## config.mk

```make
export PLATFORM = sky130hd
export DESIGN_NAME = pager_tx_flat
export DESIGN_NICKNAME = d
export VERILOG_FILES = /design/src/rtl/pager_tx_if.sv /design/src/rtl/pager_tx.sv /design/src/flat_wrapper.sv
export SDC_FILE = /design/constraint.sdc
export NUM_CORES = 1
export LEC_CHECK = 0
export CAP_MARGIN = 40
export CORE_AREA = 3 3 74 76
export DETAILED_ROUTE_END_ITERATION = 10
export DIE_AREA = 0 0 77 79
export GPL_TIMING_DRIVEN = 0
export REMOVE_ABC_BUFFERS = 1
export SYNTH_ARGS = -nofsm -noshare
export SYNTH_HDL_FRONTEND = slang
export SYNTH_SLANG_ARGS = --single-unit
```

## constraint.sdc

```tcl
create_clock -name clk -period 2.65 [get_ports clk]
set_input_delay 0.53 -clock clk [delete_from_list [all_inputs] [get_ports clk]]
set_output_delay 0.53 -clock clk [all_outputs]
set_load 0.005 [all_outputs]
```

## src/rtl/pager_tx_if.sv

```systemverilog
// Handshake and serial-line bundle between a page source (master) and pager_tx (slave).
interface pager_tx_if #(
  parameter int DATA_W = 8
);
  logic [DATA_W-1:0] din;
  logic              din_valid;
  logic              din_ready;
  logic              x;
  logic              busy;
  logic              frame_done;

  modport master (output din, din_valid, input din_ready, x, busy, frame_done);
  modport slave  (input din, din_valid, output din_ready, x, busy, frame_done);
endinterface

```

## src/rtl/pager_tx.sv

```systemverilog
// pager_tx: serial page transmitter; preamble, MSB-first code, optional parity, idle gap.
// Define PAGER_TX_PARITY_EN to append an even-parity bit after the data LSB.
//
// state  | meaning
// S_IDLE | waiting for a code, din_ready high
// S_PRE  | shifting out the preamble, MSB first
// S_DATA | shifting out the latched code, MSB first
// S_PAR  | even-parity bit (only with PAGER_TX_PARITY_EN)
// S_GAP  | idle zeros between frames
module pager_tx #(
  parameter int                DATA_W   = 8,
  parameter int                PRE_W    = 4,
  parameter logic [PRE_W-1:0]  PREAMBLE = 4'b0011,
  parameter int                GAP      = 2
) (
  input logic       clk,
  input logic       rst,
  pager_tx_if.slave bus
);

  localparam int MAX_A = (PRE_W > DATA_W) ? PRE_W : DATA_W;
  localparam int MAX_V = (MAX_A > GAP) ? MAX_A : GAP;
  localparam int CNT_W = $clog2(MAX_V + 1);
  localparam logic [CNT_W-1:0] PRE_LD  = CNT_W'(PRE_W - 1);
  localparam logic [CNT_W-1:0] DATA_LD = CNT_W'(DATA_W - 1);
  localparam logic [CNT_W-1:0] GAP_LD  = CNT_W'((GAP > 0) ? GAP - 1 : 0);

  typedef enum logic [2:0] {
    S_IDLE,
    S_PRE,
    S_DATA,
`ifdef PAGER_TX_PARITY_EN
    S_PAR,
`endif
    S_GAP
  } state_t;

  state_t            state;
  logic [DATA_W-1:0] shreg;
  logic [PRE_W-1:0]  pre_sh;
  logic [CNT_W-1:0]  cnt;
  logic              x_q;
  logic              busy_q;
  logic              done_q;

  assign bus.din_ready  = (state == S_IDLE);
  assign bus.x          = x_q;
  assign bus.busy       = busy_q;
  assign bus.frame_done = done_q;

  // Outputs lag the state by one cycle: bit k appears the cycle after its state cycle.
  always_ff @(posedge clk or posedge rst) begin
    if (rst) begin
      state  <= S_IDLE;
      shreg  <= '0;
      pre_sh <= '0;
      cnt    <= '0;
      x_q    <= 1'b0;
      busy_q <= 1'b0;
      done_q <= 1'b0;
    end else begin
      x_q    <= 1'b0;
      done_q <= 1'b0;
      case (state)
        S_IDLE: begin
          if (bus.din_valid) begin
            shreg  <= bus.din;
            pre_sh <= PREAMBLE;
            cnt    <= PRE_LD;
            busy_q <= 1'b1;
            state  <= S_PRE;
          end
        end
        S_PRE: begin
          x_q    <= pre_sh[PRE_W-1];
          pre_sh <= pre_sh << 1;
          if (cnt == '0) begin
            cnt   <= DATA_LD;
            state <= S_DATA;
          end else begin
            cnt <= cnt - 1'b1;
          end
        end
        S_DATA: begin
          x_q   <= shreg[DATA_W-1];
          // rotate so the full code is still intact for the parity bit
          shreg <= (shreg << 1) | (shreg >> (DATA_W - 1));
          if (cnt == '0) begin
`ifdef PAGER_TX_PARITY_EN
            cnt   <= '0;
            state <= S_PAR;
`else
            done_q <= 1'b1;
            if (GAP == 0) begin
              busy_q <= 1'b0;
              state  <= S_IDLE;
            end else begin
              cnt   <= GAP_LD;
              state <= S_GAP;
            end
`endif
          end else begin
            cnt <= cnt - 1'b1;
          end
        end
`ifdef PAGER_TX_PARITY_EN
        S_PAR: begin
          x_q    <= ^shreg;
          done_q <= 1'b1;
          if (GAP == 0) begin
            busy_q <= 1'b0;
            state  <= S_IDLE;
          end else begin
            cnt   <= GAP_LD;
            state <= S_GAP;
          end
        end
`endif
        S_GAP: begin
          if (cnt == '0) begin
            busy_q <= 1'b0;
            state  <= S_IDLE;
          end else begin
            cnt <= cnt - 1'b1;
          end
        end
        default: begin
          busy_q <= 1'b0;
          state  <= S_IDLE;
        end
      endcase
    end
  end

endmodule

```

## src/flat_wrapper.sv

```systemverilog
// flat-port wrapper written by rule: the top's interface ports become plain ports
module pager_tx_flat 
#(
  parameter int                DATA_W   = 8,
  parameter int                PRE_W    = 4,
  parameter logic [PRE_W-1:0]  PREAMBLE = 4'b0011,
  parameter int                GAP      = 2
)
  (clk, rst, bus_din, bus_din_valid, bus_din_ready, bus_x, bus_busy, bus_frame_done);
  pager_tx_if #(.DATA_W(DATA_W)) bus_i ();
  input logic clk;
  input logic rst;
  input wire logic [$bits(bus_i.din)-1:0] bus_din;
  input wire logic [$bits(bus_i.din_valid)-1:0] bus_din_valid;
  output wire logic [$bits(bus_i.din_ready)-1:0] bus_din_ready;
  output wire logic [$bits(bus_i.x)-1:0] bus_x;
  output wire logic [$bits(bus_i.busy)-1:0] bus_busy;
  output wire logic [$bits(bus_i.frame_done)-1:0] bus_frame_done;
  assign bus_i.din = bus_din;
  assign bus_i.din_valid = bus_din_valid;
  assign bus_din_ready = bus_i.din_ready;
  assign bus_x = bus_i.x;
  assign bus_busy = bus_i.busy;
  assign bus_frame_done = bus_i.frame_done;
  pager_tx #(.DATA_W(DATA_W), .PRE_W(PRE_W), .PREAMBLE(PREAMBLE), .GAP(GAP)) u_core (.clk(clk), .rst(rst), .bus(bus_i));
endmodule
```

; ---- Word level (Yosys, flattened, before mapping)
; Index checks and enable logic that the tools add are counted.
[word_totals]
regBits = 22
inputBits = 11
out_inout_bits = 4
wordCells = 48
[op_classes]
n_addsub = 1
eq_ne = 8
n_mux = 19
bitwise = 2
reduce_logical = 11
[op_table]
columns = op, count
row1 = 4-bit two-way mux, 4
row2 = 4-bit case mux with 4 select lines, 1
row3 = 8-bit case mux with 2 select lines, 1
row4 = 3-bit two-way mux, 4
row5 = 3-bit case mux with 4 select lines, 1
row6 = 8-bit two-way mux, 1
row7 = 8-bit by 1-bit OR with 8-bit output, 1
row8 = 4-bit case mux with 2 select lines, 1
row9 = 3-bit by 2-bit equality test with 1-bit output (second input constant), 2
row10 = 2-bit by 1-bit inequality test with 1-bit output (second input constant), 3
row11 = 3-bit AND reduction, 2
row12 = 4-bit logical NOT, 1
row13 = 1-bit two-way mux, 4
row14 = 2-bit inequality test (second input constant), 2
row15 = 2-bit AND reduction, 2
row16 = 4-bit AND reduction, 1
row17 = 2-bit nonzero test, 2
row18 = 4-bit nonzero test, 1
row19 = 4-bit by 1-bit subtractor with 4-bit output (second input constant), 1
row20 = 3-bit by 1-bit equality test with 1-bit output (second input constant), 1
row21 = 3-bit logical NOT, 1
row22 = 1-bit case mux with 3 select lines, 1
row23 = 1-bit case mux with 2 select lines, 1
row24 = 2-bit OR reduction, 1
row25 = 1-bit inverter, 1

; ---- Logic depth before layout (Yosys ltp)
; Gate-level depths: netlist (run 1).
[depth]
ltp_word = 4
depth_mapped = 7
depth_no_buf = 6

; ---- Worst setup path after synthesis (run 1)
; No wires, ideal clock.
[synth_path]
kind = register to register
start = reg u_core.state[1]
end = reg u_core.state[1]
setup_time_ns = 0.125
arrival_ns = 1.577
required_time_ns = 2.525
path_slack_ns = 0.948
path_stages_with_launch = 8
path_buffers = 1
period_less_slack_ns = 1.702
path_cell_list = dfrtp_1 > inv_1 > ha_1 > buf_2 > nor3_1 > nor2_1 > nor2_1 > mux2_2
[synth_between]
elab_chain_cells = 3
elab_cells_between_ends = 10
cone_classes = eq/ne: 7 / mux: 1 / reduce/logical: 2
[synth_rtl]
columns = item, line_no
row1 = from (decl), pager_tx.sv:38  ; state_t state;
row2 = from (signal assigned), pager_tx.sv:54  ; state <= S_IDLE;
row3 = from (signal assigned), pager_tx.sv:71  ; state <= S_PRE;
row4 = from (signal assigned), pager_tx.sv:79  ; state <= S_DATA;
row5 = "3-bit by 2-bit equality test with 1-bit output, or another cell as far along", pager_tx.sv:64  ; case (state)
row6 = 2-bit by 1-bit inequality test with 1-bit output (no source line) or 2-bit inequality test (tied branches), -
row7 = 4-bit AND reduction (no source line), -
; Several ways; a longest one is shown, not always the timed one.
; A chain may end at the register's enable or synchronous reset.

; ---- Worst setup path after layout (run 1)
[layout_path]
start = reg u_core.state[0]
end = out bus_din_ready
[layout_between]
elab_chain_cells = 1
[layout_rtl]
columns = item, line_no
row1 = 3-bit logical NOT, pager_tx.sv:46  ; assign bus.din_ready = (state == S_IDLE);
row2 = to (decl), flat_wrapper.sv:15  ; output wire logic [$bits(bus_i.din_ready)-1:0] bus_din_ready;
; No other way between the ends.

==> results of run 1 <==
==> logic make-up (layout without fill, tap and decap cells) <==
logic type,after synthesis,after routing,share of synthesized area (%)
fa+ha+maj,7,7,7.28
flops,21,21,43.7
buf+inv,12,26,4.16
simple gates,38,38,17.2
xor+xnor,1,1,0.729
mux,6,6,5.51
compound gates,39,39,21.4
==> power breakdown <==
| group | internal, mW | switching [mW] |
|---|---|---|
| sequential | 0.469 | 0.115 |
| combinational | 0.469 | 0.507 |
| clock | 0.106 | 0.116 |
| total | 1.04 | 0.738 |
==> metal layers <==
metal  vias up  track usage, %  routed length, um
li1        478               -                  -
met1       442            11.2               1190
met2        16            13.7               1130
met3         4            1.93                 94
met4         0            3.74                 40
met5         -               0                  0
==> cell usage after synthesis (all sizes together) <==
master / instances / share of area (%)
dfrtp: 21 / 44
nor2: 14 / 4.4
a21oi: 12 / 5.0
o22ai: 12 / 6.2
ha: 7 / 7.3
inv: 7 / 2.2
nand2: 7 / 2.2
buf: 5 / 2.0
mux2: 5 / 4.7
nand2b: 4 / 2.1
nor3: 4 / 1.7
o21ai: 3 / 1.2
a2111oi: 2 / 2.0
a211oi: 2 / 1.2
a21o: 2 / 1.2
a32o: 2 / 1.7
nor2b: 2 / 1.0
nor3b: 2 / 2.6
o22a: 2 / 1.6
a22oi: 1 / 0.62
and2: 1 / 0.62
and2b: 1 / 0.73
mux2i: 1 / 0.83
nand3b: 1 / 0.62
o21bai: 1 / 0.62
or2: 1 / 0.52
or3b: 1 / 0.73
xor2: 1 / 0.73
==> worst paths after layout <==
path / to / cells after the start
setup / recovery: bus_din_ready / 3
hold / removal: u_core.bus.frame_done$_DFF_PP0_ / 2
setup reg to reg: u_core.state[1]$_DFFE_PP0P_ / 6
hold reg to reg: u_core.pre_sh[0]$_DFFE_PP0P_ / 2
max in group asynchronous: u_core.state[0]$_DFFE_PP0P_ / 3
min in group clk: u_core.pre_sh[0]$_DFFE_PP0P_ / 2
==> registers in the layout, summed over array words and instances (netlist names) <==
register               cells
u_core.cnt                 4
u_core.bus.busy            1
u_core.state               2
u_core.bus.x               1
u_core.pre_sh              4
u_core.shreg               8
u_core.bus.frame_done      1
==> layout make-up <==
type	count	area, sq um
Timing Repair Buffer	15	168
Multi-Input combinational cell	91	629
Fill cell	509	3300
Inverter	7	26.3
Sequential cell	21	526
Clock inverter	1	7.51
Clock buffer	3	41.3
Tap cell	67	83.8
==> per-stage QoR <==
stage / cell area (sq um) / cells
after floorplan: 1180 / 119
after global placement: 1400 / 200
after detailed placement: 1430 / 201
after CTS: 1480 / 205
after global routing: 1480 / 205
final: 1480 / 205
==> impl_metrics.csv, run 1 <==
group,metric,value,unit
outcome,status,"completed",
grt,globalRouteOverflowTotal,0,
yosys,ys_ff_latch,21,
grt,via_count_of_the_first_global_routing_pass,893,
cts,cts.path.max_buffers,2,
routing,drc,0,
routing,drt.antenna.violating_nets,0,
setup_path,worst_setup_path_start_kind,"register",
run,drv.max_cap_violation_count,0,
sta,number_of_setup_violations_in_the_final_report,0,
sta,fin_hold_ws,0.493,ns
routing,dr_iter_0_viols,49,
cts,numCtsBuffers,3,
finish,mostFrequentLayoutCell,"sky130_fd_sc_hd__dfrtp_1",
yosys,synth_area,0.00120,sq mm
sta,timing_worst_slew_pin_value,0.534,ns
sta,period_minus_slack,2.36,ns
routing,routed_wire_length_per_instance,12.0,um
power,leakage,0.614,nW
cts,post_cts.resized_instances,0,
sta,finalCritPeriodShare,88.9,%
finish,layout_common_cells,"21 x sky130_fd_sc_hd__dfrtp_1, 14 x sky130_fd_sc_hd__nor2_1, 14 x sky130_fd_sc_hd__clkdlybuf4s50_1, 12 x sky130_fd_sc_hd__o22ai_1, 12 x sky130_fd_sc_hd__a21oi_1",
cts,htreeDepth,1,
sta,final.setup.worst_slack,0.294,ns
finish,syn2layout_area_growth,23.2,%
routing,totalWireLength,2.45,mm
yosys,synth.avg_cell_area,9.70,sq um
placement,numPortBuffers,14,
die,core,0.00479,sq mm
sta,final-hold-violation-count,0,
die,number_of_core_rows,25,
finish,drive_above_1_share,13.0,%
routing,routed-via-count,940,
die,effective_utilization_at_floorplan,25.1,%
cts,ctsHoldBuffers,0,
sta,slew_violations,0,
setup_path,critical_path.max_fanout,22,
cts,tritoncts,"done",
setup_path,largest_stage_delay_worst_path,0.58,ns
cts,clock-sinks,21,
setup_path,worst_path_dominant_cell_family,"buffers and inverters",
yosys,synth_cells,124,
sta,slew_headroom,64.4,%
power,power.density,1200,mW/mm^2
die,die-height,79,um
finish,final_net_count,157,
routing,routed_via_density,4.59,
sta,setup_tns,0,ns
grt,wire_length_of_the_first_global_routing_pass,4.14,mm
setup_path,reg2reg_slack,0.56,ns
cts,clkLatencyLatePin,0.27,ns
setup_path,rr_startpoint,"u_core.state[0]$_DFFE_PP0P_",
power,design_power_total,1.78,mW
setup_path,worst_path_max_delay_cell,"sky130_fd_sc_hd__clkdlybuf4s50_1",
finish,layout.core_utilization,31.0,%
grt,grt_antenna_before_repair,0,
setup_path,critical_path_class,"register to output port",
finish,antennaDiodeCount,0,
power,worst_vdd_drop,0.398,mV
setup_path,startpoint_of_the_worst_setup_timing_path,"u_core.state[0]$_DFFE_PP0P_",
setup_path,cp_num_buf_inv,2,
yosys,sequential_element_share_of_the_synthesized_area,43.7,%
grt,grt_start_max_net_pins,23,
setup_path,cp.required,2.12,ns
sta,grt_setup_unrepaired,"false",
sta,fin_skew,0.00432,ns
cts,clockRootBuffer,"sky130_fd_sc_hd__clkbuf_8",
sta,fmax,424,MHz
die,die_w,77,um
die,die_area,0.00608,sq mm
die,top_level_ports,15,
routing,dr.pass1.iters,4,
yosys,warning_count_from_the_yosys_run,0,
placement,place_ws,0.329,ns
grt,grtUsageTotal,8.59,%
yosys,synth_cell_types,32,
setup_path,setup.worst_path.end_class,"output port",
cts,cts.clk_slew.worst_paths,0.08,ns
setup_path,worst-endpoint-arrival,1.83,ns
worst_hold_path,hold_path.class,"input port to asynchronous set/reset pin",
placement,gp_congestion,0.769,
setup_path,timing.critical_path.cells,"inv_1 -> ha_2 -> clkdlybuf4s50_1",
placement,place.detailed.hpwl,1.76,mm
cts,cts_post_setup_buffers_inserted,0,
Note: power is estimated with default switching activity, not from simulation.
==> inputs of run 2 (changes only) <==
--- a/config.mk
+++ b/config.mk
@@ -6,9 +6,9 @@
 export NUM_CORES = 1
 export LEC_CHECK = 0
 export CAP_MARGIN = 40
-export CORE_AREA = 3 3 74 76
+export CORE_AREA = 3 3 69 71
 export DETAILED_ROUTE_END_ITERATION = 10
-export DIE_AREA = 0 0 77 79
+export DIE_AREA = 0 0 72 74
 export GPL_TIMING_DRIVEN = 0
 export REMOVE_ABC_BUFFERS = 1
 export SYNTH_ARGS = -nofsm -noshare
==> impl_metrics.csv, run 2 (synthesis results as in run 1) <==
group,metric,value,unit
sta,fin_skew,0.00205,ns
grt,grt_antenna_before_repair,0,
power,net_switching_fraction_of_the_power,41.9,%
routing,routed-via-count,972,
power,share_clk_of_total_power,12.0,%
grt,via_count_of_the_first_global_routing_pass,960,
outcome,status,"completed",
routing,dr.pass1.iters,4,
finish,drive_above_1_share,12.4,%
power,switchingPower,0.750,mW
sta,period_minus_slack,2.34,ns
power,worst_vdd_drop,0.318,mV
die,die_area,0.00533,sq mm
sta,number_of_setup_violations_in_the_final_report,0,
finish,filler_cell_count,449,
finish,layout_top_registers,"u_core.shreg (8), u_core.cnt (4), u_core.pre_sh (4)",
setup_path,critical_path.max_fanout,22,
setup_path,setup.worst_path.end_class,"output port",
die,top_level_ports,15,
die,number_of_core_rows,24,
finish,multi_input_gate_area_in_the_final_layout,629,sq um
setup_path,reg2reg_depth,6,
setup_path,rr_startpoint,"u_core.state[0]$_DFFE_PP0P_",
finish,register_with_the_highest_flop_count,"u_core.shreg",
cts,htreeDepth,1,
setup_path,cp.required,2.12,ns
cts,clkLatencyLatePin,0.26,ns
placement,numPortBuffers,14,
cts,ctsHoldBuffers,0,
grt,wire_length_of_the_first_global_routing_pass,4.57,mm
sta,slew_headroom,44.2,%
routing,routed_via_density,5.14,
finish,largest_reg_flops,8,
sta,slew_violations,0,
setup_path,worst_path_max_delay_cell,"sky130_fd_sc_hd__clkdlybuf4s50_1",
sta,finalCritPeriodShare,88.3,%
setup_path,critical_path.reg2reg.endpoint,"u_core.state[1]$_DFFE_PP0P_",
die,die-height,74,um
cts,cts.clk_slew.worst_paths,0.08,ns
cts,cts.path.max_buffers,2,
sta,fin_hold_ws,0.496,ns
routing,totalWireLength,2.60,mm
routing,drc,0,
sta,grt_setup_unrepaired,"false",
cts,tritoncts,"done",
grt,globalRouteOverflowTotal,0,
finish,antennaDiodeCount,0,
grt,grtUsageTotal,11.0,%
power,power.density,1250,mW/mm^2
sta,setup_tns,0,ns
routing,drt.antenna.violating_nets,0,
cts,cts_post_setup_buffers_inserted,0,
sta,fmax,428,MHz
finish,mostFrequentLayoutCell,"sky130_fd_sc_hd__dfrtp_1",
power,design_power_total,1.79,mW
sta,final-hold-violation-count,0,
finish,layout_common_cells,"21 x sky130_fd_sc_hd__dfrtp_1, 14 x sky130_fd_sc_hd__nor2_1, 14 x sky130_fd_sc_hd__clkdlybuf4s50_1, 12 x sky130_fd_sc_hd__o22ai_1, 12 x sky130_fd_sc_hd__a21oi_1",
power,internal-power,1.04,mW
worst_hold_path,hold_path_end,"u_core.pre_sh[0]$_DFFE_PP0P_",
worst_hold_path,hold-path-cell-count,2,
setup_path,worst-endpoint-arrival,1.81,ns
cts,post_cts.resized_instances,0,
routing,dr_iter_0_viols,96,
power,leakage,0.605,nW
worst_hold_path,worst_hold_startpoint,"u_core.pre_sh[0]$_DFFE_PP0P_",
worst_hold_path,hold_path.class,"register to register",
cts,numCtsBuffers,3,
power,share_seq_of_total_power,32.9,%
finish,final_net_count,156,
run,drv.max_cap_violation_count,0,
placement,place.detailed.hpwl,1.89,mm
die,effective_utilization_at_floorplan,28.0,%
finish,layout.area.seq,526,sq um
sta,timing_worst_slew_pin_value,0.836,ns
setup_path,cp_num_buf_inv,2,
placement,gp_congestion,0.827,
die,core,0.00429,sq mm
finish,syn2layout_area_growth,19.1,%
power,combinationalPowerShare,55.1,%
setup_path,critical_path_class,"register to output port",
die,die_w,72,um
setup_path,largest_stage_delay_worst_path,0.59,ns
setup_path,reg2reg_slack,0.57,ns
setup_path,worst_setup_path_start_kind,"register",
setup_path,worst_path_dominant_cell_family,"buffers and inverters",
routing,routed_wire_length_per_instance,13.8,um
setup_path,timing.critical_path.cells,"inv_1 -> ha_2 -> clkdlybuf4s50_1",
grt,grt_start_max_net_pins,23,
cts,clockRootBuffer,"sky130_fd_sc_hd__clkbuf_8",
cts,clock-sinks,21,
[run 2: worst max-delay path by stage]
| stage | cells after the start | from | slack, ns | to |
|---|---|---|---|---|
| 3_5_place_dp | 3 | u_core.state[0]$_DFFE_PP0P_ | 0.36 | bus_din_ready |
| 5_1_grt | 3 | u_core.state[1]$_DFFE_PP0P_ | 0.19 | bus_din_ready |
| 2_1_floorplan | 6 | u_core.state[0]$_DFFE_PP0P_ | 0.84 | u_core.cnt[2]$_DFFE_PP0P_ |
| 4_1_cts | 3 | u_core.state[0]$_DFFE_PP0P_ | 0.04 | bus_din_ready |
| 3_3_place_gp | 3 | u_core.state[0]$_DFFE_PP0P_ | 0.38 | bus_din_ready |
| 6_report | 3 | u_core.state[0]$_DFFE_PP0P_ | 0.31 | bus_din_ready |
[run 2: per-stage QoR]
| step | util [%] | setup slack (ns) | std cells | area, sq um |
|---|---|---|---|---|
| 3_5_place_dp | 32.2 | 0.359 | 185 | 1380 |
| 4_1_cts | 33.3 | 0.0352 | 189 | 1430 |
| 5_1_grt | 33.4 | 0.193 | 189 | 1430 |
| 3_3_place_gp | 32.2 | 0.378 | 185 | 1380 |
| 6_report | 33.4 | 0.311 | 189 | 1430 |
| 2_1_floorplan | - | 0.842 | 119 | 1180 |
[run 2: worst register-to-register path, stage by stage (launching register included)]
cell,delay [ns]
sky130_fd_sc_hd__dfrtp_1,0.42
sky130_fd_sc_hd__inv_1,0.09
sky130_fd_sc_hd__ha_1,0.39
sky130_fd_sc_hd__nor3_1,0.43
sky130_fd_sc_hd__nor2_1,0.16
sky130_fd_sc_hd__nor2_1,0.15
sky130_fd_sc_hd__mux2_2,0.34
[run 2: power groups by stage]
| stage | clock (mW) | combinational (mW) | sequential (mW) |
|---|---|---|---|
| 3_3_place_gp | 0 | 0.936 | 0.581 |
| 3_5_place_dp | 0 | 0.975 | 0.595 |
| 2_1_floorplan | 0 | 0.755 | 0.564 |
| 5_1_grt | 0.239 | 1.12 | 0.610 |
| 6_report | 0.214 | 0.985 | 0.589 |
| 4_1_cts | 0.223 | 0.982 | 0.587 |
[run 2: area by class of cell]
type | count | area share (%)
multi-input cells | 91 | 43.9
flip-flops and latches | 21 | 36.7
inverters | 7 | 1.83
well taps | 52 | 4.54
clock buffers | 3 | 2.88
repair buffers | 14 | 9.78
clock inverters | 1 | 0.349
[run 2: metal layers]
| metal | GRT usage, % | vias up | share of wire, % |
|---|---|---|---|
| met4 | 6.26 | 0 | 1.3 |
| met1 | 13.4 | 479 | 44 |
| met3 | 1.49 | 3 | 3.5 |
| met2 | 19.0 | 21 | 51 |
| li1 | - | 469 | - |
| met5 | 0 | - | 0 |
